===== config.mk =====
export PLATFORM = sky130hd
export DESIGN_NAME = config_frame_loader
export DESIGN_NICKNAME = d
export VERILOG_FILES = /design/src/rtl/fabric_cfg_pkg.sv /design/src/rtl/cfg_strobe_decoder.sv /design/src/rtl/config_frame_loader.sv
export SDC_FILE = /design/constraint.sdc
export NUM_CORES = 1
export LEC_CHECK = 0
export CORE_UTILIZATION = 44
export CTS_CLUSTER_SIZE = 24
export DETAILED_ROUTE_END_ITERATION = 7
export PLACE_DENSITY = 0.78
export SLEW_MARGIN = 10
export SYNTH_ARGS = -nofsm -noshare
export SYNTH_HDL_FRONTEND = slang
export SYNTH_SLANG_ARGS = --single-unit
export TNS_END_PERCENT = 1

===== constraint.sdc =====
create_clock -name CLK -period 9.65 [get_ports CLK]
set_clock_uncertainty 0.1 [all_clocks]
set_input_delay 1.93 -clock CLK [delete_from_list [all_inputs] [get_ports CLK]]
set_output_delay 1.93 -clock CLK [all_outputs]
set_load 0.02 [all_outputs]

===== src/rtl/fabric_cfg_pkg.sv =====
// -----------------------------------------------------------------------------
// fabric_cfg_pkg
// Shared definitions for the configuration frame loader: loader FSM states,
// stream control words and the bit positions of the header fields.
// No ports (package).
// -----------------------------------------------------------------------------
package fabric_cfg_pkg;

   // Loader FSM states. CHK is only entered when the checksum word is enabled.
   typedef enum logic [2:0] {
      SEARCH,
      HDR,
      DATA,
      CHK,
      PRE,
      STROBE,
      HOLD
   } state_e;

   // Stream control words.
   localparam logic [31:0] SYNC_WORD   = 32'hFAB0_FAB1;
   localparam logic [31:0] DESYNC_WORD = 32'hFAB0_FAB0;

   // Header word layout: [23:16] column, [4:0] frame index.
   localparam int COL_LSB = 16;
   localparam int COL_W   = 8;
   localparam int FRM_LSB = 0;
   localparam int FRM_W   = 5;

endpackage : fabric_cfg_pkg


===== src/rtl/cfg_strobe_decoder.sv =====
// -----------------------------------------------------------------------------
// cfg_strobe_decoder
// Combinational decode of a (column, frame) address into the one-hot frame
// latch enable vector. Bit index is col*FRAMES_PER_COL + frm. All zeros when
// en is low or the address is outside the array.
// Ports:
//   en      in   decode enable
//   col     in   column address  [COL_W-1:0]
//   frm     in   frame address   [FRM_W-1:0]
//   onehot  out  one-hot enable  [NUM_COLS*FRAMES_PER_COL-1:0]
// -----------------------------------------------------------------------------
module cfg_strobe_decoder
   import fabric_cfg_pkg::*;
#(
   parameter int NUM_COLS       = 4,
   parameter int FRAMES_PER_COL = 20
) (
   input  logic                               en,
   input  logic [COL_W-1:0]                   col,
   input  logic [FRM_W-1:0]                   frm,
   output logic [NUM_COLS*FRAMES_PER_COL-1:0] onehot
);

   for (genvar c = 0; c < NUM_COLS; c++) begin : g_col
      for (genvar f = 0; f < FRAMES_PER_COL; f++) begin : g_frm
         assign onehot[c*FRAMES_PER_COL + f] =
            en && (col == COL_W'(c)) && (frm == FRM_W'(f));
      end
   end

endmodule : cfg_strobe_decoder


===== src/rtl/config_frame_loader.sv =====
// -----------------------------------------------------------------------------
// config_frame_loader
// Upstream feeder of the fabric configuration latch array. Locks onto a SYNC
// word in a 32-bit valid/ready stream, assembles one frame (NUM_ROWS words)
// per header and pulses the addressed frame's latch enable for STROBE_CYCLES
// cycles while FrameData is held stable around the pulse.
// Optional checksum word: define CONFIG_FRAME_LOADER_CHECKSUM_EN.
// Ports:
//   CLK             in   fabric clock
//   resetn          in   synchronous active-low reset
//   cfg_word        in   stream word [31:0]
//   cfg_valid       in   cfg_word valid
//   cfg_ready       out  loader accepts a word (transfer on valid & ready)
//   FrameData       out  frame data, row r = bits [32r+31:32r]
//   FrameStrobe     out  one-hot latch enable, bit col*FRAMES_PER_COL+frame
//   cfg_active      out  high while synced (state other than SEARCH)
//   cfg_err         out  sticky address/checksum error
//   frames_written  out  saturating count of strobed frames
// -----------------------------------------------------------------------------
module config_frame_loader
   import fabric_cfg_pkg::*;
#(
   parameter int NUM_ROWS       = 4,
   parameter int NUM_COLS       = 4,
   parameter int FRAMES_PER_COL = 20,
   parameter int STROBE_CYCLES  = 2
) (
   input  logic                               CLK,
   input  logic                               resetn,
   input  logic [31:0]                        cfg_word,
   input  logic                               cfg_valid,
   output logic                               cfg_ready,
   output logic [NUM_ROWS*32-1:0]             FrameData,
   output logic [NUM_COLS*FRAMES_PER_COL-1:0] FrameStrobe,
   output logic                               cfg_active,
   output logic                               cfg_err,
   output logic [15:0]                        frames_written
);

   localparam int ROW_W   = (NUM_ROWS > 1) ? $clog2(NUM_ROWS) : 1;
   localparam int STB_W   = (STROBE_CYCLES > 1) ? $clog2(STROBE_CYCLES) : 1;
   localparam int NUM_STB = NUM_COLS * FRAMES_PER_COL;

   state_e                    state_q, state_d;
   logic                      accepting;
   logic                      accept;
   logic                      is_sync;
   logic                      is_desync;
   logic                      hdr_bad;
   logic                      last_row;
   logic                      stb_last;
   logic [COL_W-1:0]          hdr_col_q;
   logic [FRM_W-1:0]          hdr_frm_q;
   logic                      discard_q;
   logic [ROW_W-1:0]          row_cnt_q;
   logic [STB_W-1:0]          stb_cnt_q;
   logic [NUM_ROWS-1:0][31:0] shadow_q;
   logic [NUM_STB-1:0]        strobe_d;
`ifdef CONFIG_FRAME_LOADER_CHECKSUM_EN
   logic [31:0]               csum_q;
`else
   logic [NUM_ROWS-1:0][31:0] shadow_full;
`endif

   // ---------------------------------------------------------------------
   // Handshake and word classification
   // ---------------------------------------------------------------------
   // NOTE: every signal written in an always_comb gets a default at the top,
   // so no path through the block leaves it unassigned and infers a latch.
   always_comb begin
      accepting = 1'b0;
      case (state_q)
         SEARCH, HDR, DATA, CHK: accepting = 1'b1;
         default:                accepting = 1'b0;
      endcase
   end

   // Ready is held low throughout the reset cycle itself.
   assign cfg_ready  = resetn && accepting;
   assign accept     = cfg_valid && cfg_ready;
   assign cfg_active = (state_q != SEARCH);

   assign is_sync   = (cfg_word == SYNC_WORD);
   assign is_desync = (cfg_word == DESYNC_WORD);
   assign hdr_bad   =
      ({{(32-COL_W){1'b0}}, cfg_word[COL_LSB +: COL_W]} >= 32'(NUM_COLS)) ||
      ({{(32-FRM_W){1'b0}}, cfg_word[FRM_LSB +: FRM_W]} >= 32'(FRAMES_PER_COL));
   assign last_row  = (row_cnt_q == ROW_W'(NUM_ROWS - 1));
   assign stb_last  = (stb_cnt_q == STB_W'(STROBE_CYCLES - 1));

   // ---------------------------------------------------------------------
   // FSM: state register
   // ---------------------------------------------------------------------
   // NOTE: sequential state is updated with non-blocking assignments so every
   // register samples values from before the edge, independent of block order.
   always_ff @(posedge CLK) begin
      if (!resetn) state_q <= SEARCH;
      else         state_q <= state_d;
   end

   // ---------------------------------------------------------------------
   // FSM: next state
   // ---------------------------------------------------------------------
   always_comb begin
      state_d = state_q;
      unique case (state_q)
         SEARCH: if (accept && is_sync) state_d = HDR;
         HDR: begin
            if (accept) begin
               if (is_desync)    state_d = SEARCH;
               else if (is_sync) state_d = HDR;
               else              state_d = DATA;
            end
         end
         DATA: begin
            if (accept && last_row) begin
`ifdef CONFIG_FRAME_LOADER_CHECKSUM_EN
               state_d = CHK;
`else
               state_d = discard_q ? HDR : PRE;
`endif
            end
         end
`ifdef CONFIG_FRAME_LOADER_CHECKSUM_EN
         CHK: begin
            if (accept) state_d = (discard_q || (cfg_word != csum_q)) ? HDR : PRE;
         end
`endif
         PRE:    state_d = STROBE;
         STROBE: if (stb_last) state_d = HOLD;
         HOLD:   state_d = HDR;
         default: state_d = SEARCH;
      endcase
   end

   // ---------------------------------------------------------------------
   // Strobe decode. The registered strobe trails STROBE by one cycle, so
   // FrameData (loaded on entry to PRE) is stable a full cycle before the
   // rise, and the last strobe cycle overlaps HOLD so data is also stable
   // a full cycle after the fall.
   // ---------------------------------------------------------------------
   cfg_strobe_decoder #(
      .NUM_COLS       (NUM_COLS),
      .FRAMES_PER_COL (FRAMES_PER_COL)
   ) u_strobe_decoder (
      .en     (state_q == STROBE),
      .col    (hdr_col_q),
      .frm    (hdr_frm_q),
      .onehot (strobe_d)
   );

   // ---------------------------------------------------------------------
   // Shadow row registers
   // ---------------------------------------------------------------------
   // NOTE: the shadow rows carry no reset; every row is rewritten in DATA
   // before the shadow can ever be copied to FrameData.
   always_ff @(posedge CLK) begin
      if ((state_q == DATA) && accept) shadow_q[row_cnt_q] <= cfg_word;
   end

`ifndef CONFIG_FRAME_LOADER_CHECKSUM_EN
   // Shadow including the word being accepted now, so the last row can be
   // published on the same edge that accepts it.
   always_comb begin
      shadow_full            = shadow_q;
      shadow_full[row_cnt_q] = cfg_word;
   end
`endif

   // ---------------------------------------------------------------------
   // Datapath and status registers
   // ---------------------------------------------------------------------
   always_ff @(posedge CLK) begin
      if (!resetn) begin
         FrameData      <= '0;
         FrameStrobe    <= '0;
         cfg_err        <= 1'b0;
         frames_written <= '0;
         hdr_col_q      <= '0;
         hdr_frm_q      <= '0;
         discard_q      <= 1'b0;
         row_cnt_q      <= '0;
         stb_cnt_q      <= '0;
`ifdef CONFIG_FRAME_LOADER_CHECKSUM_EN
         csum_q         <= '0;
`endif
      end else begin
         FrameStrobe <= strobe_d;
         unique case (state_q)
            HDR: begin
               if (accept && !is_sync && !is_desync) begin
                  hdr_col_q <= cfg_word[COL_LSB +: COL_W];
                  hdr_frm_q <= cfg_word[FRM_LSB +: FRM_W];
                  discard_q <= hdr_bad;
                  row_cnt_q <= '0;
                  if (hdr_bad) cfg_err <= 1'b1;
`ifdef CONFIG_FRAME_LOADER_CHECKSUM_EN
                  csum_q    <= cfg_word;
`endif
               end
            end
            DATA: begin
               if (accept) begin
                  row_cnt_q <= last_row ? '0 : row_cnt_q + 1'b1;
`ifdef CONFIG_FRAME_LOADER_CHECKSUM_EN
                  csum_q    <= csum_q ^ cfg_word;
`else
                  if (last_row && !discard_q) FrameData <= shadow_full;
`endif
               end
            end
`ifdef CONFIG_FRAME_LOADER_CHECKSUM_EN
            CHK: begin
               if (accept) begin
                  if (cfg_word != csum_q) cfg_err   <= 1'b1;
                  else if (!discard_q)    FrameData <= shadow_q;
               end
            end
`endif
            STROBE: begin
               stb_cnt_q <= stb_last ? '0 : stb_cnt_q + 1'b1;
               // Count once per frame, on the edge the strobe rises.
               if ((stb_cnt_q == '0) && (frames_written != 16'hFFFF))
                  frames_written <= frames_written + 16'd1;
            end
            default: ;
         endcase
      end
   end

endmodule : config_frame_loader


==> results.ini <==
[power]
swShare_pct = 20.22
p_leak_nw = 6.081
irDropWorstVdd_mv = 0.1253
p_switching_uw = 642.1
power_frac_comb_pct = 1.8
p_seq_share_pct = 50.9
pwr-share-clk_pct = 47.3
finalPower_mw = 3.176
internal-power_mw = 2.534
pwr_density_cell_nw_per_um2 = 175.4

[sta]
timing.final.hold_violations = 0
timing.final.ws_setup_ns = 3.739
fin_crit_sh_pct = 61.25
finalMaxSlewViolations = 0
setup_viol = 0
layout_min_cycle_time_ns = 5.911
setup-tns-final_ns = 0
fmax_mhz = 169.2
worstMarginPinSlew_ns = 1.058
rsz0062_at_grt = false
slew_headroom_pct = 29.45

[grt]
grt_pass1_vias = 9083
grt_max_degree = 90
antenna_found_initial = 0
grt_pass1_wl_microns = 51730
track_usage_pct = 19.99
gr-total-overflow = 0

[logic_synthesis]
syn_avg_cell_area_sq_um = 12.52
synth_seq_cells = 373
synth_fa_ha_area_share_pct = 0.4474
synth_fp_nets = 1157
yosysTopAreaCell = dfxtp_1
synthMuxAreaShare_pct = 20.83
synth-compound-area-share_pct = 1.906
synth_edf_count = 128
yosysWarnings = 0
synth-simple-area-share_pct = 11.05
synth_area_sq_um = 13980
synth_common_cells = 245 x dfxtp_1, 216 x nor2_1, 147 x mux2i_1
synth_flop_cell = dfxtp_1
synth_top_family_by_area = multiplexers
synth_top_area_share_pct = 35.08
netlist_instances = 1117
synth_seq_area_share_pct = 62.57
synth.most_common_cell = dfxtp_1
synth_area_leaders = dfxtp_1 35%, edfxtp_1 27%, mux2i_1 11%
synth_xor_xnor_area_share_pct = 0.06264
synth_cell_types = 52
ys_async_sr_fraction_pct = 0

[drt]
wl_per_cell_microns = 18.34
drtIter0Drc = 589
routed_wl_microns = 32820
routed-via-count = 9161
drt.antenna.violating_nets = 0
drc = 0
dr.pass1.iters = 5
viasPerCell = 5.121

[placed_design]
portBuffers = 261
globalplace.congestion = 0.8407
place_ws_ns = 3.716
dp_hpwl_microns = 20980

[cts]
cts_max_level = 2
cts_buffers = 39
clk_pin_slew_ns = 0.06
cts_sinks = 373
tritoncts = yes
postCtsSetupRepairBufs = 0
hold_buffers = 0
max-clock-path-buffers = 3
clk_latency_ns = 0.51
cts-root-buf = clkbuf_16
cts.repair.resized = 0

[setup_path]
worstPathArrival_ns = 3.88
critPathKind = primary input to primary output
start_kind = primary input
cp-end-kind = primary output
worstPathRequired_ns = 7.62
path_max_fanout = 56
rr_worst_depth = 7

[floorplanning]
die_w_microns = 180.3
initial_core_util_pct = 45.24
dieHeight_microns = 180.3
ios = 262
core-area_sq_um = 30910
die_area_sq_um = 32490
placementRows = 64

[hold_path]
hold_class = flip-flop to flip-flop
min_path_cells = 2

[finish]
area_delta_synth_final_pct = 29.48
drive_gt1_share_pct = 15.00
nNetsFinal = 1403
n_antenna_cell = 0

[outcome]
status = finished clean

[flow_run]
maxCapViolCount = 0

==> cells in the final DEF, fill, tap and decap left out, types with 3 or more instances in the layout <==
cell / instances
edfxtp_1: 128
and2_1: 5
clkinv_2: 8
clkbuf_8: 4
nor2b_1: 6
dfxtp_1: 245
nand4b_1: 5
and3_1: 4
nor4_1: 3
nor3_1: 4
mux2_2: 128
nor2_1: 215
nand4_1: 9
mux2i_1: 147
or3_1: 4
nand3b_1: 3
inv_1: 19
nand2b_1: 4
nand3_1: 12
o21ai_0: 5
or4_1: 8
a21oi_1: 17
o31ai_1: 7
ha_2: 4
nand2_1: 43
clkdlybuf4s50_1: 261
clkbuf_16: 43
buf_4: 7
clkbuf_1: 8
==> metrics by stage <==
step | instance area (sq um) | cells | utilization (%) | hold WS, ns
global placement | 16800 | 1718 | 54.35 | 0.3446
CTS | 18100 | 1789 | 58.57 | 0.3567
floorplan | 13980 | 1117 | - | 0.3373
global route | 18100 | 1789 | 58.57 | 0.3976
finish | 18100 | 1789 | 58.57 | 0.3482
detailed placement | 16800 | 1718 | 54.35 | 0.3483
==> logic make-up (layout without fill, tap and decap cells) <==
kind of cell / Yosys count / in the layout
adders and majority gates: 5 / 5
AOI/OAI and AO/OA: 42 / 42
and+or+nand+nor: 338 / 338
DFF: 373 / 373
buffers and inverters: 83 / 359
muxes: 275 / 275
xor gates and xnor gates: 1 / 1
==> layer usage <==
layer | vias to the layer above | track usage (%) | wire length, microns
li1 | 4406 | - | -
met4 | 0 | 6.291 | 830
met1 | 4404 | 25.30 | 14240
met2 | 298 | 33.43 | 15460
met3 | 53 | 5.113 | 2283
met5 | - | 0 | 0
==> power by group through the flow <==
stage	Combinational, mW	Sequential (mW)	Clock, mW
2_1_floorplan	0.0223	1.65	0
3_3_place_gp	0.0572	1.65	0
3_5_place_dp	0.0578	1.65	0
4_1_cts	0.0580	1.62	1.53
5_1_grt	0.0616	1.61	1.60
6_report	0.0573	1.62	1.50
==> worst max-delay path: stages <==
cell             delay, ns
clkdlybuf4s50_1       0.48
buf_4                 0.34
inv_4                 0.32
nor2_1                0.17
clkdlybuf4s50_1       0.62
==> flip-flops by register name (all words and copies together), names as in the netlist <==
register / count
FrameData: 128
shadow_q: 128
FrameStrobe: 80
frames_written: 16
hdr_col_q: 8
hdr_frm_q: 5
state_q: 3
row_cnt_q: 2
cfg_err: 1
discard_q: 1
stb_cnt_q: 1
==> worst paths after layout <==
kind	slack, ns	from	to
max reg2reg	5.85	row_cnt_q[0]$_SDFFE_PN0P_	FrameData[44]$_SDFFE_PN0P_
max	3.74	resetn	cfg_ready
min reg2reg	0.35	cfg_err$_SDFFE_PN0P_	cfg_err$_SDFFE_PN0P_
min	0.35	cfg_err$_SDFFE_PN0P_	cfg_err$_SDFFE_PN0P_
==> cell type report <==
type                    count  area, sq um
inverters                  20        77.57
clock buffers              55         1161
well taps                 396        495.5
repair buffers            268         2665
multi-input cells         661         4813
flip-flops and latches    373         8748
clock inverters            16        142.6
fillers                  2475        12810
Power figures use the tool's default switching activity.
==> patch 1: new RTL, same flow settings <==
The package constant `FRM_W` goes from 5 to 10.
--- a/src/rtl/fabric_cfg_pkg.sv
+++ b/src/rtl/fabric_cfg_pkg.sv
@@ -26,5 +26,5 @@
    localparam int COL_W   = 8;
    localparam int FRM_LSB = 0;
-   localparam int FRM_W   = 5;
+   localparam int FRM_W   = 10;
 
 endpackage : fabric_cfg_pkg
Function: changed (a bounded check fails within 4 cycles, from zero or initial values and one cycle with resetn low).
==> patch 1 against the unedited design <==
- register-to-register slack got worse by 0.25 ns
- combinational power grew 17%
- worst setup slack better by 0.10 ns
- via count is 12% higher
- non-clock buffer count up 1
- sequential cell count up 5
- cell area increased by 3.7%
- synthesized area increased by 3.8%
- wire length grew 10%
- total power grew 3.0%
- die area is 3.8% higher
- critical path type unchanged
- critical endpoint unchanged
- largest cell class unchanged
==> patch 1: results (changes against the unedited design) <==
status finished clean (unchanged); GR Overflow Total 0 (unchanged); Vias/cell 5.30 (was 5.12); Post-synth EDFFs 128 (unchanged); R2R depth 7 (unchanged); Tot GR Track Use 21.0% (was 20.0%); first-pass GRT wire length 55.8 mm (was 51.7 mm); Iter 0 DRT Violations 897 (was 589); Yosys cell types 52 (unchanged); Post-Place Setup Slack 3.88 ns (was 3.72 ns); synth cell count leaders 250 x dfxtp_1, 221 x nor2_1, 134 x mux2i_1 (was 245 x dfxtp_1, 216 x nor2_1, 147 x mux2i_1); GP Congestion 0.837 (was 0.841); Synth Flop Type dfxtp_1 (unchanged); clock-pin transition on the worst setup and hold timing paths 0.06 ns (about the same); Synth area leaders dfxtp_1 34%, edfxtp_1 26%, mux2_2 9.9% (was dfxtp_1 35%, edfxtp_1 27%, mux2i_1 11%); CP arrival 3.78 ns (was 3.88 ns); hold crit path type register to register (unchanged); Ys Warns 0 (unchanged); Slew @ Worst Pin 1.12 ns (was 1.06 ns); starting density of the core 44.6% (was 45.2%); Clk Latency, worst-skew pair 0.52 ns; number of diodes 0 (unchanged); Root Driver clkbuf_16 (unchanged); H-tree levels 2 (unchanged); initial antenna violation count 0 (unchanged); asr flop ratio synth 0% (unchanged); Post-CTS Setup Repair Bufs 0 (unchanged); WL final 36.1 mm (was 32.8 mm); drt first pass iters 6 (was 5); Synth Net Count 1262 (was 1157); share of cells above drive strength 1 14.3% (was 15.0%); vias in the first global route 9801 (was 9083); post-DR wirelength/cell 18.7 um (was 18.3 um); cts bufs inserted 40 (was 39); Final #Nets 1493 (was 1403); leading registers by flop count FrameData x128, shadow_q x128, FrameStrobe x80 (unchanged); share of the yosys chip area belonging to registers 60.9% (was 62.6%); Inst Count DP 1853 (was 1718); Syn Inst Count 1222 (was 1117); Max IR drop VDD 115 uV (was 125 uV); IO buf count 261 (unchanged); Post-CTS Resized 0 (unchanged); dpl hpwl 23.4 mm (was 21.0 mm); largest net degree at the start of global routing 99 (was 90); Static Leakage 6.07 nW (was 6.08 nW); maximum fanout along the worst path 71 (was 56)
==> patch 1: worst paths after layout <==
path	end	slack [ns]	from
worst max-delay path	cfg_ready	3.84	resetn
worst min-delay path	hdr_frm_q[8]	0.39	hdr_frm_q[8]
worst max register to register	FrameData[17]	5.60	row_cnt_q[0]
worst min register to register	hdr_frm_q[8]	0.39	hdr_frm_q[8]
==> patch 1: layer usage <==
layer	global-route usage, %	up-vias	wire, um
met3	4.99	63	2940
met4	6.10	0	901
li1	-	4816	-
met2	34.2	390	16800
met5	0	-	0
met1	27.8	4948	15500
==> patch 1: cell families after synthesis <==
| family | count (synthesis) | share of synthesized area [%] |
|---|---|---|
| adders and majority gates | 5 | 0.431 |
| muxes | 262 | 19.2 |
| and+or+nand+nor | 407 | 12.8 |
| buffers and inverters | 92 | 2.74 |
| DFF | 378 | 60.9 |
| AOI/OAI and AO/OA | 78 | 3.90 |
==> patch 1: cell type report <==
type	instances	area, um2
clock buffers	60	1180
clock inverters	13	186
fillers	2634	13800
inverters	12	52.6
multi-input cells	752	5290
flip-flops and latches	378	8850
well taps	442	553
repair buffers	269	2670
==> patch 1: report_power, final <==
part	internal [W]	switching, W	total [W]
registers	0.00164	0.00000000000000667	0.00164
logic	0.0000219	0.0000453	0.0000671
clock network	0.000955	0.000613	0.00157
==> patch 1: stage by stage <==
step	utilization [%]	instance area, um2	hold WS (ns)
global placement	53.5	17400	0.373
detailed placement	53.5	17400	0.380
global route	57.7	18800	0.415
floorplan	-	14500	0.366
finish	57.7	18800	0.393
CTS	57.7	18800	0.395
==> patch 1: worst max-delay path, cell delays in order <==
cell,delay [ns]
buf_2,0.08
buf_4,0.54
inv_4,0.39
nor2_1,0.17
clkdlybuf4s50_1,0.62
==> patch 2: new RTL, config.mk and constraints unchanged <==
Without the edit above. Register the input `cfg_valid` before use. The logic sees it one clock later. The other inputs are not delayed to match.
--- a/src/rtl/config_frame_loader.sv
+++ b/src/rtl/config_frame_loader.sv
@@ -42,4 +42,10 @@
    localparam int NUM_STB = NUM_COLS * FRAMES_PER_COL;
 
+   logic cfg_valid_q;
+
+   always_ff @(posedge CLK) begin
+      cfg_valid_q <= cfg_valid;
+   end
+
    state_e                    state_q, state_d;
    logic                      accepting;
@@ -78,5 +84,5 @@
    // Ready is held low throughout the reset cycle itself.
    assign cfg_ready  = resetn && accepting;
-   assign accept     = cfg_valid && cfg_ready;
+   assign accept     = cfg_valid_q && cfg_ready;
    assign cfg_active = (state_q != SEARCH);
 
Behaviour: not the same (Yosys sat finds a counterexample within 4 cycles, from zero or initial values and one cycle with resetn low).
==> patch 2 against the unedited design <==
- wire length grew 7.7%
- combinational power rose by 2%
- synthesized area up 1.1%
- cell area increased by 0.39%
- sequential cell count increased by 1
- worst setup slack got worse by 0.083 ns
- total power shrank 2.4%
- fmax decreased by 1.4%
==> patch 2: results (changes against the unedited design) <==
WL final 35.3 mm (was 32.8 mm); share of cells above drive strength 1 14.0% (was 15.0%); Filler cells 2589 (was 2475); Final #Nets 1510 (was 1403); leading registers by flop count FrameData x128, shadow_q x128, FrameStrobe x80 (unchanged); drt first pass iters 7 (was 5); Iter 0 DRT Violations 826 (was 589); Tot GR Track Use 21.1% (was 20.0%); synth cell count leaders 246 x dfxtp_1, 139 x nand2_1, 128 x edfxtp_1, 128 x mux2_2, 115 x a21oi_1 (was 245 x dfxtp_1, 216 x nor2_1, 147 x mux2i_1); number of diodes 0 (unchanged); cts bufs inserted 39 (unchanged); GP Congestion 0.820 (was 0.841); CP max stage delay 0.64 ns (was 0.62 ns); Ys Warns 0 (unchanged); maximum fanout along the worst path 57 (was 56); Synth area leaders dfxtp_1 35%, edfxtp_1 27%, mux2_2 10% (was dfxtp_1 35%, edfxtp_1 27%, mux2i_1 11%); Static Leakage 6.41 nW (was 6.08 nW); Synth Net Count 1288 (was 1157); dpl hpwl 22.3 mm (was 21.0 mm); Global Route met3 Usage 4.78% (was 5.11%); Inst Count DP 1831 (was 1718); clock-pin transition on the worst setup and hold timing paths 0.06 ns (about the same); Post-Syn Area per Cell 11.3 um2 (was 12.5 um2); Root Driver clkbuf_16 (unchanged); share of the yosys chip area belonging to registers 62.0% (was 62.6%); Non-Filler Instances 1900 (was 1789); met2 usage 33.6% (was 33.4%); status finished clean (unchanged); Max IR drop VDD 153 uV (was 125 uV); first-pass GRT wire length 55.2 mm (was 51.7 mm); Slew @ Worst Pin 1.11 ns (was 1.06 ns); CP arrival 3.96 ns (was 3.88 ns); Clk Latency, worst-skew pair 0.53 ns (was 0.51 ns); Placed Area 0.0169 mm2 (was 0.0168 mm2); M1 GR Usage 28.4% (was 25.3%); Vias/cell 5.44 (was 5.12); vias in the first global route 9780 (was 9083); Post-CTS Resized 0 (unchanged); largest net degree at the start of global routing 100 (was 90); Post-Place Setup Slack 3.69 ns (was 3.72 ns); Yosys cell types 51 (was 52)
==> patch 2: final cells by class <==
type / instances / area (um2) / share of cell area [%]
multi-input cells: 766 / 4940 / 27.2
well taps: 402 / 503 / 2.77
clock inverters: 23 / 166 / 0.916
repair buffers: 267 / 2650 / 14.6
clock buffers: 46 / 1050 / 5.80
flip-flops and latches: 374 / 8770 / 48.2
inverters: 22 / 90.1 / 0.496
==> patch 2: logic make-up after synthesis <==
family,synth area share [%]
muxes,11.3
AOI/OAI and AO/OA,11.5
and+or+nand+nor,11.5
DFF,62.0
buffers and inverters,3.22
adders and majority gates,0.443
==> patch 2: worst paths after layout <==
check | start | endpoint | slack, ns | cells past startpoint
setup / recovery | resetn | cfg_ready | 3.66 | 5
setup reg to reg | row_cnt_q[0] | FrameData[23] | 5.84 | 6
hold / removal | cfg_err | cfg_err | 0.35 | 2
hold reg to reg | cfg_err | cfg_err | 0.35 | 2
==> patch 2: per-stage QoR <==
step,power [W],hold slack (ns)
global placement,0.00171,0.347
global route,0.00319,0.395
floorplan,0.00168,0.338
CTS,0.00312,0.358
finish,0.00310,0.352
detailed placement,0.00171,0.343
==> patch 2: where the power goes <==
part | total [W] | leakage, nW | internal (W) | switching [W]
clock | 0.00142 | 0.611 | 0.000811 | 0.000609
combinational | 0.0000586 | 2.67 | 0.0000210 | 0.0000376
sequential | 0.00162 | 3.13 | 0.00162 | 0.000000355
==> patch 2: metal layers <==
metal	wire length, um	share of wire [%]
met1	15600	44
met2	16200	46
met3	2580	7.3
met4	919	2.6
met5	0	0
==> patch 2: worst max-delay path, delay by kind of cell <==
| kind | cells | cell delay [ns] |
|---|---|---|
| buffers and inverters | 4 | 1.70 |
| AND/OR/NAND/NOR | 1 | 0.26 |
